## src/rtl/bcd_to_bin.sv

```systemverilog
// Four-digit BCD to 16-bit binary converter using repeated weight addition, one add per clock.
// Optional digit validation is compiled in with BCD_TO_BIN_DIGIT_CHECK_EN.
module bcd_to_bin (
    input  logic        clk,
    input  logic        rst,
    input  logic        start,
    input  logic [3:0]  millares_input,
    input  logic [3:0]  centenas_input,
    input  logic [3:0]  decenas_input,
    input  logic [3:0]  unidades_input,
    output logic [15:0] numero_output,
    output logic        busy,
    output logic        ready,
    output logic        error
);

    typedef enum logic [2:0] {
        IDLE     = 3'd0,
        MILLARES = 3'd1,
        CENTENAS = 3'd2,
        DECENAS  = 3'd3,
        UNIDADES = 3'd4
    } state_t;

    state_t      state_reg, state_next;
    logic [3:0]  cm_reg, cm_next;
    logic [3:0]  cc_reg, cc_next;
    logic [3:0]  cd_reg, cd_next;
    logic [3:0]  cu_reg, cu_next;
    logic [15:0] acc_reg, acc_next;
    logic [15:0] numero_reg, numero_next;
    logic        ready_reg, ready_next;
    logic        error_reg, error_next;
    logic        digit_bad;

`ifdef BCD_TO_BIN_DIGIT_CHECK_EN
    logic [3:0] digit_in [4];
    logic [3:0] bad_vec;

    assign digit_in[0] = millares_input;
    assign digit_in[1] = centenas_input;
    assign digit_in[2] = decenas_input;
    assign digit_in[3] = unidades_input;

    for (genvar gi = 0; gi < 4; gi++) begin : g_digit_check
        assign bad_vec[gi] = (digit_in[gi] > 4'd9);
    end

    assign digit_bad = |bad_vec;
`else
    // Without validation, digits above 9 are simply weighted like any other value.
    assign digit_bad = 1'b0;
`endif

    always_comb begin
        state_next  = state_reg;
        cm_next     = cm_reg;
        cc_next     = cc_reg;
        cd_next     = cd_reg;
        cu_next     = cu_reg;
        acc_next    = acc_reg;
        numero_next = numero_reg;
        ready_next  = 1'b0;
        error_next  = error_reg;

        case (state_reg)
            IDLE: begin
                if (start) begin
                    if (digit_bad) begin
                        // Rejected request: flag it and finish immediately without converting.
                        error_next = 1'b1;
                        ready_next = 1'b1;
                    end else begin
                        cm_next    = millares_input;
                        cc_next    = centenas_input;
                        cd_next    = decenas_input;
                        cu_next    = unidades_input;
                        acc_next   = 16'd0;
                        error_next = 1'b0;
                        state_next = MILLARES;
                    end
                end
            end
            MILLARES: begin
                if (cm_reg != 4'd0) begin
                    acc_next = acc_reg + 16'd1000;
                    cm_next  = cm_reg - 4'd1;
                end else begin
                    state_next = CENTENAS;
                end
            end
            CENTENAS: begin
                if (cc_reg != 4'd0) begin
                    acc_next = acc_reg + 16'd100;
                    cc_next  = cc_reg - 4'd1;
                end else begin
                    state_next = DECENAS;
                end
            end
            DECENAS: begin
                if (cd_reg != 4'd0) begin
                    acc_next = acc_reg + 16'd10;
                    cd_next  = cd_reg - 4'd1;
                end else begin
                    state_next = UNIDADES;
                end
            end
            UNIDADES: begin
                numero_next = acc_reg + {12'd0, cu_reg};
                ready_next  = 1'b1;
                state_next  = IDLE;
            end
            default: begin
                state_next = IDLE;
            end
        endcase
    end

    always_ff @(posedge clk or posedge rst) begin
        if (rst) begin
            state_reg  <= IDLE;
            cm_reg     <= 4'd0;
            cc_reg     <= 4'd0;
            cd_reg     <= 4'd0;
            cu_reg     <= 4'd0;
            acc_reg    <= 16'd0;
            numero_reg <= 16'd0;
            ready_reg  <= 1'b0;
            error_reg  <= 1'b0;
        end else begin
            state_reg  <= state_next;
            cm_reg     <= cm_next;
            cc_reg     <= cc_next;
            cd_reg     <= cd_next;
            cu_reg     <= cu_next;
            acc_reg    <= acc_next;
            numero_reg <= numero_next;
            ready_reg  <= ready_next;
            error_reg  <= error_next;
        end
    end

    assign numero_output = numero_reg;
    assign busy          = (state_reg != IDLE);
    assign ready         = ready_reg;
    assign error         = error_reg;

endmodule

```

## config.mk

```make
export PLATFORM = sky130hd
export DESIGN_NAME = bcd_to_bin
export DESIGN_NICKNAME = d
export VERILOG_FILES = /design/src/rtl/bcd_to_bin.sv
export SDC_FILE = /design/constraint.sdc
export NUM_CORES = 1
export LEC_CHECK = 0
export BUFFER_PORTS_ARGS = -buffer_cell sky130_fd_sc_hd__buf_2
export CORE_ASPECT_RATIO = 0.8
export CORE_UTILIZATION = 60
export DETAILED_ROUTE_END_ITERATION = 7
export HOLD_SLACK_MARGIN = 0.05
export PLACE_DENSITY = 0.81
export SLEW_MARGIN = 10
export SYNTH_ARGS = -nofsm -noshare
export SYNTH_HDL_FRONTEND = slang
export SYNTH_SLANG_ARGS = --single-unit
```

## constraint.sdc

```tcl
create_clock -name clk -period 3.2 [get_ports clk]
set_clock_uncertainty 0.15 [all_clocks]
set_input_delay 0.16 -clock clk [delete_from_list [all_inputs] [get_ports clk]]
set_output_delay 0.16 -clock clk [all_outputs]
set_load 0.005 [all_outputs]
```

### Word level (Yosys, flattened, before mapping)

Cells that the tools add are included.

| operators by class | value |
|---|---|
| add/subtract/negate cells | 7 |
| equal/unequal tests | 11 |
| muxes and demuxes | 20 |
| reduce and logical (&&, ||, !) cells | 15 |

Operators with widths:

| kind | count |
|---|---|
| $mux 16 | 4 |
| $pmux 16 s4 | 1 |
| $mux 4 | 6 |
| $pmux 4 s2 | 3 |
| $add 16x10->16 const B | 1 |
| $add 16x4->16 | 1 |
| $add 16x4->16 const B | 1 |
| $add 16x7->16 const B | 1 |
| $reduce_bool 4->1 | 4 |
| $ne 2x2->1 const B | 7 |
| $mux 3 | 4 |
| $pmux 3 s4 | 1 |
| $sub 4x1->4 const B | 3 |
| $reduce_and 3->1 | 3 |
| $eq 3x2->1 const B | 2 |
| $reduce_bool 2->1 | 3 |
| $reduce_and 5->1 | 1 |
| $reduce_and 4->1 | 1 |
| $eq 3x1->1 const B | 1 |
| $eq 3x3->1 const B | 1 |
| $logic_not 3->1 | 1 |
| $reduce_bool 3->1 | 1 |
| $reduce_and 2->1 | 1 |
| $mux 1 | 1 |

| storage, ports and cells | value |
|---|---|
| bits in registers | 52 |
| bits of input ports | 19 |
| output and inout bits | 19 |
| logic and storage cells | 61 |

### Depth between registers and ports, before layout

| logic depth | value |
|---|---|
| word-level depth | 3 |
| mapped depth | 8 |

### Worst setup path before layout

No wires, ideal clock.

| timing | value |
|---|---|
| kind | register to register |
| start | reg acc_reg[2] |
| end | reg numero_reg[13], in the netlist numero_output[13] |
| library setup time | 133 ps |
| data arrival time | 1973 ps |
| required time | 2917 ps |
| setup slack | 944 ps |
| cell stages (with the launch flop) | 9 |
| path buffers | 1 |
| period minus slack after synthesis | 2256 ps |
| cell sequence | dfrtp_1 > clkbuf_1 > inv_1 > fa_1 > nor2b_1 > o2111ai_1 > nor3_1 > xnor2_1 > o21ai_0 |

| on the way | value |
|---|---|
| longest elaborated chain between the ends | 1 |

RTL lines:

| element | line | text |
|---|---|---|
| from (decl) | 30 | `logic [15:0] acc_reg, acc_next;` |
| from (signal assigned) | 136 | `acc_reg <= acc_next;` |
| $add 16x4->16 | 109 | `numero_next = acc_reg + {12'd0, cu_reg};` |
| to (signal assigned) | 137 | `numero_reg <= numero_next;` |
| to (decl) | 31 | `logic [15:0] numero_reg, numero_next;` |

Every way passes these cells.
A chain may end at the register's enable or synchronous reset.

### Worst setup path in the final report

| timing | value |
|---|---|
| start | reg acc_reg[2] |
| end | reg acc_reg[14] |

| on the way | value |
|---|---|
| longest elaborated chain between the ends | 3 |
| elaborated cells on any way between the ends | 7 |
| classes of those cells | add/sub: 3; mux: 4 |

RTL lines:

| element | line | text |
|---|---|---|
| $add 16x4->16, or another cell as far along | 102 | `acc_next = acc_reg + 16'd10;` |
| $mux 16, on equally long branches | 101, 85, 93 |  |
| $pmux 16 s4 (*) | 66 | `case (state_reg)` |

Mark *: on every way between the ends. The rest lies on a longest branch, timed or not. The select of a mux whose other input is x is not followed.

==> results.yml <==
timing:
  worst_pin_slew_ps: 1080
  period_minus_slack_ps: 2590
  report.final.hold_viol_count: 0
  final-setup-viol-count: 0
  final_min_period_over_clock_period: 0.810
  slew_headroom: 0.279
  final_max_slew_viol_count: 0
  grt_setup_unrepaired: "false"
  timing.setup.tns_ps: 0
  max_clock_freq_mhz: 386
layout:
  n_antenna_cell: 0
  largest_register_ffs: 16
  final_layout_size_suffix_gt1_frac: 0.148
  layout-area-overhead-vs-synth_pct: 12.6
  multi_input_area_sq_um: 2090
  layout.nets: 504
  sequential_cell_area_sq_um: 1280
  n_fill_cell: 480
status:
  violations_in_the_final_reports: "design-rule violations"
  outcome: "complete, but fails checks"
cts:
  cts_tree: "built"
  clk-insertion-delay-late_ps: 320
  root_buffer: "clkbuf_8"
  cts-htree-levels: 2
  cts_sinks: 51
  cts-root-to-sink-buffers: 2
  post_cts_buffers: 0
  cts_clock_pin_slew_for_the_worst_setup_and_hold_paths_ps: 100
  cts_inserted_buffers: 5
floorplan:
  ioPinCount: 38
  placeable_core_region_sq_um: 5620
  fp.dieArea_sq_um: 6330
  die_w_um: 88.7
  overall_die_height_um: 71.4
  start_util: 0.642
  core.rowCount: 24
critical_path:
  timing.critical_path.cells: "ha_1, a211oi_1, nor3_1, a22oi_1, o21bai_1, a211o_1"
  crit_fanout: 12
  critical_path_required_ps: 3260
  worst-setup-path-type: "register to register"
  cp_data_arrival_time_ps: 2650
  end_kind: "register"
  timing.critical_path.slowest_cell_delay_ps: 580
  critical-path-slowest-cell: "a211oi_1"
  cp-start-kind: "register"
logic_synthesis:
  synth_area_sq_um: 3610
  synth-async-reset-ratio: 1.00
  synth.avg_cell_area_sq_um: 8.25
  postSynthNetCount: 469
  yosysUniqueCellTypes: 72
  synth_sequential_area_ratio: 0.354
  netlist_instances: 437
  postSynthRegisterBits: 51
  number_of_enable_flip_flop_cells_after_synthesis: 0
  synth_top_flop_cell: "dfrtp_1"
  synthesis.yosys.warnings: 0
routing:
  postRouteWirelength_um: 9730
  antenna_left: 0
  avgRoutedWirePerCell_um: 17.6
  routed-via-count: 3500
  detail_route.drc_violations: 1
  first_pass_iters: 8
  via_per_inst: 6.35
  initialDrtViolationCount: 454
global_routing:
  pin_count_of_the_biggest_net_entering_global_routing: 52
  global_route.peak_usage_layer: "met2"
  met3_usage: 0.0680
  grt_util_met2: 0.507
  m1_gr_usage: 0.443
  grt_pass1_vias: 3248
  overflow: 0
  antenna_found_initial: 0
  grt_first_pass_wirelength_um: 15600
  grt_util_all_layers: 0.323
power:
  power.density_cell_area_nw_per_um2: 919
  power_leakage_nw: 1.79
  irDropWorstVdd_mv: 0.714
  total_power_mw: 3.73
hold_path:
  worst_hold_path_type: "input pin to register"
placed_design:
  gp_congestion: 0.978
  post-dp-hpwl_um: 6560
  place.port_buffers: 36
job:
  max-cap-violations: 0
-- per-stage QoR --
| stage | instance area, sq um | util | setup slack (ps) | cells | hold slack [ps] |
|---|---|---|---|---|---|
| after floorplan | 3610 | - | 944 | 437 | 115 |
| after global placement | 3780 | 0.673 | 763 | 526 | 199 |
| after detailed placement | 3780 | 0.673 | 687 | 526 | 209 |
| after CTS | 4060 | 0.723 | 635 | 551 | 110 |
| after global routing | 4060 | 0.723 | 455 | 551 | 159 |
| final | 4060 | 0.723 | 609 | 551 | 106 |
-- cell families (layout without fill, tap and decap cells) --
kind of cell,after synthesis,in the layout,synth area share
DFF,51,51,0.354
other,1,1,0.00104
xor gates and xnor gates,21,21,0.0510
buffers and inverters,53,89,0.0666
and+or+nand+nor,167,167,0.233
muxes,1,1,0.00277
AOI/OAI and AO/OA,130,130,0.244
adders and majority gates,13,13,0.0472
-- power breakdown --
group          leakage (nW)  switching [mW]  total, mW  internal (mW)
logic                  1.08            1.17       2.00          0.831
clock network        0.0581           0.233      0.467          0.233
registers             0.659           0.400       1.27          0.865
total                  1.79            1.80       3.73           1.93
-- worst paths after layout --
path,slack (ps),to,depth (start not counted),from
hold reg to reg,330,numero_output[14],2,numero_output[14]
max in group asynchronous,1730,acc_reg[12],3,rst
min in group asynchronous,510,numero_output[0],3,rst
setup reg to reg,610,acc_reg[14],6,acc_reg[2]
hold / removal,110,cc_reg[3],4,centenas_input[3]
setup / recovery,610,acc_reg[14],6,acc_reg[2]
-- critical path: cells and delay by family (launching register included) --
kind            cells  cell delay [ps]
compound gates      4             1280
flops               1              560
fa+ha+maj           1              360
simple gates        1              130
-- placed cells by master, fill, tap and decap left out, types with 6 or more instances in the layout --
cell type | Yosys | layout
a211oi_1 | 10 | 10
a21oi_1 | 18 | 18
a31oi_1 | 6 | 6
buf_2 | 15 | 36
buf_4 | 4 | 8
dfrtp_1 | 51 | 51
dlygate4sd3_1 | 0 | 17
ha_1 | 12 | 12
inv_1 | 19 | 18
nand2_1 | 54 | 54
nand3_1 | 8 | 8
nor2_1 | 40 | 40
nor3_1 | 18 | 18
nor4_1 | 7 | 7
o21ai_0 | 37 | 37
o31ai_1 | 10 | 10
xnor2_1 | 17 | 17
-- routing by layer --
metal	routed length, um	up-vias
met5	0	-
met4	224	0
met3	944	30
met2	4420	199
met1	4130	1630
li1	-	1641
-- final cells by class --
cell class / count / share of cell area
clock buffer: 5 / 0.0169
clock inverter: 3 / 0.0108
inverter: 20 / 0.0185
multi-input combinational: 333 / 0.515
sequential: 51 / 0.314
tap: 78 / 0.0240
timing repair buffer: 61 / 0.101
-- Yosys cell counts, types with 10 or more instances --
cell type	n	area, sq um
a21oi_1	18	90.1
dfrtp_1	51	1280
a211oi_1	10	75.1
xnor2_1	17	149
o21ai_0	37	185
nor3_1	18	90.1
o31ai_1	10	75.1
ha_1	12	150
inv_1	19	71.3
nand2_1	54	203
nor2_1	40	150
buf_2	15	75.1
clkbuf_1	13	48.8
-- what timing repair did --
action | CTS | global route
endpoints found under the hold margin | 67 | 0
resized for setup | 0 | 0
hold buffers | 17 | 0
Power figures use the tool's default switching activity.
